$ cat src/rtl/mtr_pwm_drv.sv
// Dual-channel H-bridge PWM driver: shared 2048-clk period counter, per-channel duty shadow.
// Define MTR_PWM_NONOVERLAP_EN to add a 32-clk dead-time FSM on each channel's outputs.
module mtr_pwm_chan (
    input  logic        clk,
    input  logic        rst_n,
    input  logic [10:0] i_spd,
    input  logic [10:0] i_cnt,
    input  logic        i_load,
    output logic        o_pwm1,
    output logic        o_pwm2
);
    logic [10:0] r_duty;
    logic        r_sig;
    logic        r_pwm1;
    logic        r_pwm2;

    // spd + 1024 modulo 2048 is just an MSB flip of the two's-complement command.
    always_ff @(posedge clk or negedge rst_n) begin
        if (!rst_n) begin
            r_duty <= 11'd1024;
            r_sig  <= 1'b0;
        end else begin
            if (i_load)
                r_duty <= {~i_spd[10], i_spd[9:0]};
            r_sig <= (i_cnt < r_duty);
        end
    end

`ifdef MTR_PWM_NONOVERLAP_EN
    localparam logic [1:0] DEAD = 2'd0;
    localparam logic [1:0] HIGH = 2'd1;
    localparam logic [1:0] LOW  = 2'd2;

    logic [1:0] r_state;
    logic [4:0] r_dead;
    logic       r_sig_d;

    // Any edge on r_sig (re)starts a 32-clk interval with both drives off.
    always_ff @(posedge clk or negedge rst_n) begin
        if (!rst_n) begin
            r_state <= DEAD;
            r_dead  <= 5'd0;
            r_sig_d <= 1'b0;
            r_pwm1  <= 1'b0;
            r_pwm2  <= 1'b0;
        end else begin
            r_sig_d <= r_sig;
            if (r_sig != r_sig_d) begin
                r_state <= DEAD;
                r_dead  <= 5'd0;
                r_pwm1  <= 1'b0;
                r_pwm2  <= 1'b0;
            end else if (r_state == DEAD) begin
                if (r_dead == 5'd31) begin
                    r_state <= r_sig ? HIGH : LOW;
                    r_pwm1  <= r_sig;
                    r_pwm2  <= ~r_sig;
                end else begin
                    r_dead <= r_dead + 5'd1;
                end
            end
        end
    end
`else
    always_ff @(posedge clk or negedge rst_n) begin
        if (!rst_n) begin
            r_pwm1 <= 1'b0;
            r_pwm2 <= 1'b0;
        end else begin
            r_pwm1 <= r_sig;
            r_pwm2 <= ~r_sig;
        end
    end
`endif

    assign o_pwm1 = r_pwm1;
    assign o_pwm2 = r_pwm2;
endmodule

module mtr_pwm_drv (
    input  logic               clk,
    input  logic               rst_n,
    input  logic signed [10:0] lft_spd,
    input  logic signed [10:0] rght_spd,
    output logic               lftPWM1,
    output logic               lftPWM2,
    output logic               rghtPWM1,
    output logic               rghtPWM2,
    output logic               PWM_synch
);
    localparam int NUM_CH = 2;

    logic [10:0]             r_cnt;
    logic                    r_synch;
    logic                    w_load;
    logic [NUM_CH-1:0][10:0] w_spd;
    logic [NUM_CH-1:0]       w_pwm1;
    logic [NUM_CH-1:0]       w_pwm2;

    assign w_load = (r_cnt == 11'd2047);
    assign w_spd  = {rght_spd, lft_spd};

    // Synch is registered from 2046 so it is high exactly while cnt==2047.
    always_ff @(posedge clk or negedge rst_n) begin
        if (!rst_n) begin
            r_cnt   <= 11'd0;
            r_synch <= 1'b0;
        end else begin
            r_cnt   <= r_cnt + 11'd1;
            r_synch <= (r_cnt == 11'd2046);
        end
    end

    for (genvar g = 0; g < NUM_CH; g++) begin : g_ch
        mtr_pwm_chan u_ch (
            .clk    (clk),
            .rst_n  (rst_n),
            .i_spd  (w_spd[g]),
            .i_cnt  (r_cnt),
            .i_load (w_load),
            .o_pwm1 (w_pwm1[g]),
            .o_pwm2 (w_pwm2[g])
        );
    end

    assign lftPWM1   = w_pwm1[0];
    assign lftPWM2   = w_pwm2[0];
    assign rghtPWM1  = w_pwm1[1];
    assign rghtPWM2  = w_pwm2[1];
    assign PWM_synch = r_synch;
endmodule

$ cat config.mk
export PLATFORM = sky130hd
export DESIGN_NAME = mtr_pwm_drv
export DESIGN_NICKNAME = d
export VERILOG_FILES = /design/src/rtl/mtr_pwm_drv.sv
export SDC_FILE = /design/constraint.sdc
export NUM_CORES = 1
export LEC_CHECK = 0
export ABC_CLOCK_PERIOD_IN_PS = 2250
export BUFFER_PORTS_ARGS = -buffer_cell sky130_fd_sc_hd__buf_2
export CAP_MARGIN = 20
export CORE_MARGIN = 2
export CORE_UTILIZATION = 50
export CTS_CLUSTER_SIZE = 10
export DETAILED_ROUTE_END_ITERATION = 7
export PLACE_DENSITY = 0.79
export SYNTH_ARGS = -nofsm -noshare
export SYNTH_HDL_FRONTEND = slang
export SYNTH_HIERARCHICAL = 1
export SYNTH_SLANG_ARGS = --single-unit
$ cat constraint.sdc
create_clock -name clk -period 2.25 [get_ports clk]
set_input_delay 0.3375 -clock clk [delete_from_list [all_inputs] [get_ports clk]]
set_output_delay 0.3375 -clock clk [all_outputs]
set_load 0.01 [all_outputs]
==> key figures, run 1 <==
Timing
  – Final Hold Violating Endpoints: 0
  – Slew @ Worst Pin: 0.858 ns
  – Final setup TNS: 0 ns
  – Post-route clock period utilization: 0.811
  – RSZ-0062 raised after global routing: false
  – Fin crit period: 1.82 ns
  – Pins Over Slew Limit: 0
  – Final setup vio count: 0
  – Fmax achieved: 548 MHz
  – Final hold slack: 0.161 ns
  – Relative slew margins: 0.428
  – Clock Skew: 0.00602 ns

Routing
  – Antenna viol nets, final: 0
  – DRC: 0
  – DR WL/cell: 12.6 um
  – DRT iter0 DRCs: 51
  – TritonRoute pass-1 iters: 4
  – Vias per cell: 5.12
  – DR vias: 1,383
  – Routed wire length: 3.39 mm

Clock network
  – CTS Buf Count: 5
  – Clock-pin slew on the worst setup and hold paths: 0.07 ns
  – CTS H-tree depth: 2
  – Clock Tree Root: clkbuf_8
  – Post-CTS setup buffers: 0
  – CTS resizes: 0
  – Hold_buf cts: 0
  – CTS sink cnt: 40
  – Clock Tree Buf Depth: 2
  – Skew-Pair Late Insertion Delay: 0.28 ns
  – CTS tree: done

Floorplanning
  – Core Rows: 22
  – Initial Util: 0.526
  – I/O pins: 29
  – Die Y: 66.3 um
  – Die width: 66.3 um
  – Area of the die: 4400 um^2
  – CORE AREA: 3690 um^2

Worst setup path
  – Critical path's top delay family: simple AND/OR/NAND/NOR gates
  – Worst Path Required: 2.47 ns
  – Kind of critical path: flip-flop to flip-flop
  – Worst Setup End Kind: flip-flop
  – R2R Path End: g_ch[1].u_ch/r_duty[10]$_DFFE_PN1P_
  – Register-to-Register Path Depth: 6
  – FF-to-FF Start: r_cnt[1]$_DFF_PN0_
  – CP Cell Sequence: ha_1, and3_2, and3_1, buf_4, nor2_1, a21oi_1
  – R2R Setup Slk: 0.43 ns
  – WP data arrival: 2.04 ns
  – Slowest-stage cell, CP: dfrtp_1
  – Crit-path max FO: 20
  – Max incr delay on CP: 0.44 ns
  – CP startpoint kind: flip-flop
  – Worst path bufs/invs: 1

Logic synthesis
  – #FFs+latches synth: 40
  – Post-synth ARST share: 1.00
  – Mapped Cells: 189
  – Post-synth EDFFs: 0
  – Sequential area share after synthesis: 0.517
  – Count leader, synth: dfrtp_1
  – Post-synth top cells: 38 x dfrtp_1, 24 x inv_1, 23 x nand2_1
  – Syn Area/Cell: 10.3 um^2
  – Main area contributors after synthesis: dfrtp_1 49%, ha_1 14%, o21ai_1 5.2%
  – Area leader, netlist: dfrtp_1
  – Yosys warning count: 6
  – Most common flop cell mapped by yosys: dfrtp_1
  – Yosys top cell area share: 0.490
  – Mapped Nets: 235
  – Post-Syn Area: 1940 um^2
  – Yosys cell types: 26

GRT
  – Number of global-route vias before repair: 1,407
  – Total gr overflow: 0
  – GRT Util Overall: 0.183
  – Largest net degree at the start of global routing: 41
  – Global-route wire length before repair: 5.99 mm
  – Initial antenna violation count: 0

Placement
  – Placed cell area: 2130 um^2
  – Hpwl dp: 2.54 mm
  – Port bufs: 28
  – Routability cong.: 0.760

Finish
  – Final Cell Area: 2260 um^2
  – Diodes inserted: 0
  – Nets: 267
  – Area grow syn2layout: 16.3%
  – Layout cells sized above 1: 0.198

Power and ir drop
  – Maximum vdd drop: 0.320 mV
  – Static leakage: 1.23 nW
  – PwrDens: 609 nW/um^2

Worst hold path
  – Type of the tightest min-delay check: primary input to async pin

Flow run
  – Max cap viols: 0

Outcome
  – Status: finished, final reports clean
-- through the flow --
step	setup slack, ns	instances	util	power [mW]
after floorplan	0.722	189	-	0.733
after global placement	0.517	262	0.578	0.766
after detailed placement	0.435	262	0.578	0.766
after CTS	0.416	270	0.612	1.39
after global routing	0.233	270	0.612	1.42
final	0.426	270	0.612	1.37
-- cells in the final DEF, fill, tap and decap left out, drive strengths merged --
cell    Yosys  final
nor3        1      1
nand4       5      5
o21ai      22     22
clkbuf      2      7
nor2b       4      4
a21oi       8      8
nand2      24     24
xor2        2      2
bufinv      0      1
inv        24     24
nand3       4      4
dfstp       2      2
xnor2       7      7
ha         22     22
nor2        7      7
dfrtp      38     38
a21o        2      2
and3        5      5
a31oi       2      2
o311a       2      2
and4        1      1
mux2        2      2
buf         3     30
-- logic make-up (layout without fill, tap and decap cells) --
group	count (synthesis)	count (layout)	share of synthesized area
flops	40	40	0.517
xor+xnor	9	9	0.0406
fa+ha+maj	22	22	0.142
simple gates	51	51	0.128
mux	2	2	0.0116
compound gates	36	36	0.102
buf+inv	29	62	0.0593
-- layer usage --
metal  global-route usage  part of all wire  up-vias
li1                     -                 -      696
met1                0.210              0.43      657
met2                0.328              0.52       26
met3               0.0426             0.039        4
met4               0.0689            0.0086        0
met5                    0                 0        -
-- registers in the layout (all words and copies together), names as in the netlist --
| register | flops |
|---|---|
| g_ch.u_ch/r_duty | 22 |
| r_cnt | 11 |
| g_ch.u_ch/o_pwm1 | 2 |
| g_ch.u_ch/o_pwm2 | 2 |
| g_ch.u_ch/r_sig | 2 |
| PWM_synch | 1 |
-- worst max path at each step --
stage                       startpoint                                   to  slack [ns]  depth (start not counted)
finish              r_cnt[1]$_DFF_PN0_  g_ch[1].u_ch/r_duty[10]$_DFFE_PN1P_        0.43                          6
floorplan           r_cnt[1]$_DFF_PN0_   g_ch[0].u_ch/r_duty[1]$_DFFE_PN0P_        0.72                          5
global route        r_cnt[1]$_DFF_PN0_  g_ch[1].u_ch/r_duty[10]$_DFFE_PN1P_        0.23                          6
detailed placement  r_cnt[1]$_DFF_PN0_   g_ch[1].u_ch/r_duty[3]$_DFFE_PN0P_        0.44                          6
CTS                 r_cnt[1]$_DFF_PN0_   g_ch[1].u_ch/r_duty[3]$_DFFE_PN0P_        0.42                          6
global placement    r_cnt[1]$_DFF_PN0_  g_ch[1].u_ch/r_duty[10]$_DFFE_PN1P_        0.52                          6
-- power breakdown --
group	switching (mW)	internal [mW]	total [mW]
Sequential	0	0.719	0.719
Clock	0.232	0.391	0.623
Combinational	0.0182	0.0138	0.0321
Total	0.250	1.12	1.37
-- worst register-to-register path, stage by stage, from the launching register on --
cell and delay, ns:
dfrtp_1 0.44, ha_1 0.24, and3_2 0.22, and3_1 0.37
buf_4 0.30, nor2_1 0.07, a21oi_1 0.12
-- cell type report --
class / instances / area, um^2
fillers: 341 / 1430
flip-flops and latches: 40 / 1000
multi-input cells: 120 / 822
clock buffers: 7 / 96.3
clock inverters: 1 / 30.0
repair buffers: 30 / 155
inverters: 24 / 90.1
well taps: 48 / 60.1
Power figures use the tool's default switching activity.
==> run 2, diff against run 1 <==
- ABC_CLOCK_PERIOD_IN_PS: 2250 -> 1800
- clock period: 2.25 -> 1.8 ns (I/O delays scaled with it)
==> key figures, run 2 (synthesis gave the netlist of run 1 again) <==
Outcome
  – Status: finished, final reports clean

Finish
  – Area grow syn2layout: 17.8%
  – Max FFs per register: 22
  – Most common cell after layout, fill and taps aside: dfrtp_1
  – Layout cells sized above 1: 0.226
  – Largest Register: g_ch.u_ch/r_duty
  – Nets: 275
  – Most frequent cells in the layout: 38 x dfrtp_1, 28 x buf_2, 24 x inv_1
  – Diodes inserted: 0
  – Non-Filler Instances: 278
  – Largest regs: g_ch.u_ch/r_duty (22), r_cnt (11)

GRT
  – Total gr overflow: 0
  – Global-route wire length before repair: 6.13 mm
  – Number of global-route vias before repair: 1,437
  – Initial antenna violation count: 0
  – GRT Util Overall: 0.190
  – Largest net degree at the start of global routing: 41

Timing
  – RSZ-0062 raised after global routing: false
  – Fin crit period: 1.65 ns
  – Final Hold Violating Endpoints: 0
  – Slew @ Worst Pin: 0.489 ns
  – Fmax achieved: 608 MHz
  – Relative slew margins: 0.674
  – Post-route clock period utilization: 0.914
  – Pins Over Slew Limit: 0
  – Clock Skew: 0.00616 ns
  – Final setup TNS: 0 ns
  – Final setup vio count: 0

Routing
  – Antenna viol nets, final: 0
  – Routed wire length: 3.43 mm
  – DR vias: 1,433
  – DR WL/cell: 12.3 um
  – TritonRoute pass-1 iters: 5
  – DRT iter0 DRCs: 81
  – Vias per cell: 5.15
  – DRC: 0

Clock network
  – CTS H-tree depth: 2
  – Clock Tree Buf Depth: 2
  – Clock-pin slew on the worst setup and hold paths: 0.08 ns
  – Skew-Pair Late Insertion Delay: 0.29 ns
  – Clock Tree Root: clkbuf_8
  – CTS sink cnt: 40
  – CTS Buf Count: 5
  – CTS tree: done

Worst setup path
  – CP Cell Sequence: ha_1, and3_2, and3_2, buf_4, nor2_1, a21oi_1
  – Critical path's top delay family: simple AND/OR/NAND/NOR gates
  – Worst path bufs/invs: 1
  – Max incr delay on CP: 0.41 ns
  – Crit-path max FO: 20
  – WP data arrival: 1.87 ns
  – Worst Path Required: 2.02 ns
  – Crit path top cell by count: and3_2
  – Worst Setup End Kind: flip-flop
  – Slowest-stage cell, CP: dfrtp_1
  – Kind of critical path: flip-flop to flip-flop
  – CP startpoint kind: flip-flop

Floorplanning
  – Core Rows: 22
  – Initial Util: 0.526
  – Area of the die: 4400 um^2
  – I/O pins: 29
  – Die width: 66.3 um
  – CORE AREA: 3690 um^2
  – Die Y: 66.3 um

Power and ir drop
  – Comb power frac: 0.027
  – Sw Pwr: 323 uW
  – PwrDens: 678 nW/um^2
  – Clock share of power: 0.394
  – Sw frac: 0.208
  – Maximum vdd drop: 0.501 mV
  – Static leakage: 1.25 nW
  – Int Pwr: 1.23 mW
  – Reg power frac: 0.579

Flow run
  – Max cap viols: 0

Placement
  – Hpwl dp: 2.57 mm
  – Routability cong.: 0.775
  – Port bufs: 28
  – Placed insts: 270

Worst hold path
  – Type of the tightest min-delay check: primary input to async pin
[run 2: cell count changes in the layout (fill, tap and decap cells not counted), sizes merged]
cell	previous run	this run
bufinv	1	0
buf	30	38
clkinvlp	0	1
[run 2: per-stage QoR]
stage	area, um^2	power (mW)	setup WS, ns	util	hold slack, ns
after floorplan	1940	0.916	0.272	-	-0.0256
after detailed placement	2190	0.960	0.0837	0.594	0.359
final	2290	1.55	0.154	0.620	0.0226
after global routing	2290	1.62	0.0170	0.620	0.0606
after CTS	2280	1.57	0.0579	0.619	0.0434
after global placement	2190	0.959	0.184	0.594	0.351
[run 2: repair_timing]
| item | in CTS | in global routing |
|---|---|---|
| setup endpoints to repair | 0 | 13 |
| setup buffers | 0 | 0 |
| gates resized for setup | 0 | 1 |
| hold buffers | 0 | 0 |
[run 2: layer usage]
| layer | track usage | vias to the layer above | part of all wire |
|---|---|---|---|
| met1 | 0.227 | 677 | 0.45 |
| met5 | 0 | - | 0 |
| met3 | 0.0579 | 10 | 0.033 |
| met2 | 0.311 | 35 | 0.50 |
| li1 | - | 711 | - |
| met4 | 0.0918 | 0 | 0.020 |
[run 2: power groups by stage]
stage | sequential (mW) | combinational, mW | clock (mW)
5_1_grt | 0.898 | 0.0486 | 0.676
4_1_cts | 0.898 | 0.0444 | 0.632
2_1_floorplan | 0.916 | 0.000143 | 0
3_3_place_gp | 0.916 | 0.0433 | 0
3_5_place_dp | 0.916 | 0.0442 | 0
6_report | 0.898 | 0.0421 | 0.611
[run 2: final timing paths]
check / start / endpoint / slack (ns) / depth (start not counted)
max: r_cnt[1]$_DFF_PN0_ / g_ch[0].u_ch/r_duty[10]$_DFFE_PN1P_ / 0.15 / 6
min: rst_n / g_ch[1].u_ch/o_pwm2$_DFF_PN0_ / 0.02 / 2
max reg2reg: r_cnt[1]$_DFF_PN0_ / g_ch[0].u_ch/r_duty[10]$_DFFE_PN1P_ / 0.15 / 6
min reg2reg: g_ch[1].u_ch/r_sig$_DFF_PN0_ / g_ch[1].u_ch/o_pwm1$_DFF_PN0_ / 0.38 / 0
max in group asynchronous: rst_n / g_ch[0].u_ch/r_duty[10]$_DFFE_PN1P_ / 1.42 / 2
min in group clk: rght_spd[10] / g_ch[1].u_ch/r_duty[10]$_DFFE_PN1P_ / 0.10 / 2
[run 2: cell type report]
cell class	instances	area (um^2)
Tap cell	48	60.1
Timing Repair Buffer	38	215
Fill cell	325	1400
Clock inverter	1	7.51
Clock buffer	7	86.3
Multi-Input combinational cell	120	823
Inverter	24	90.1
Sequential cell	40	1000
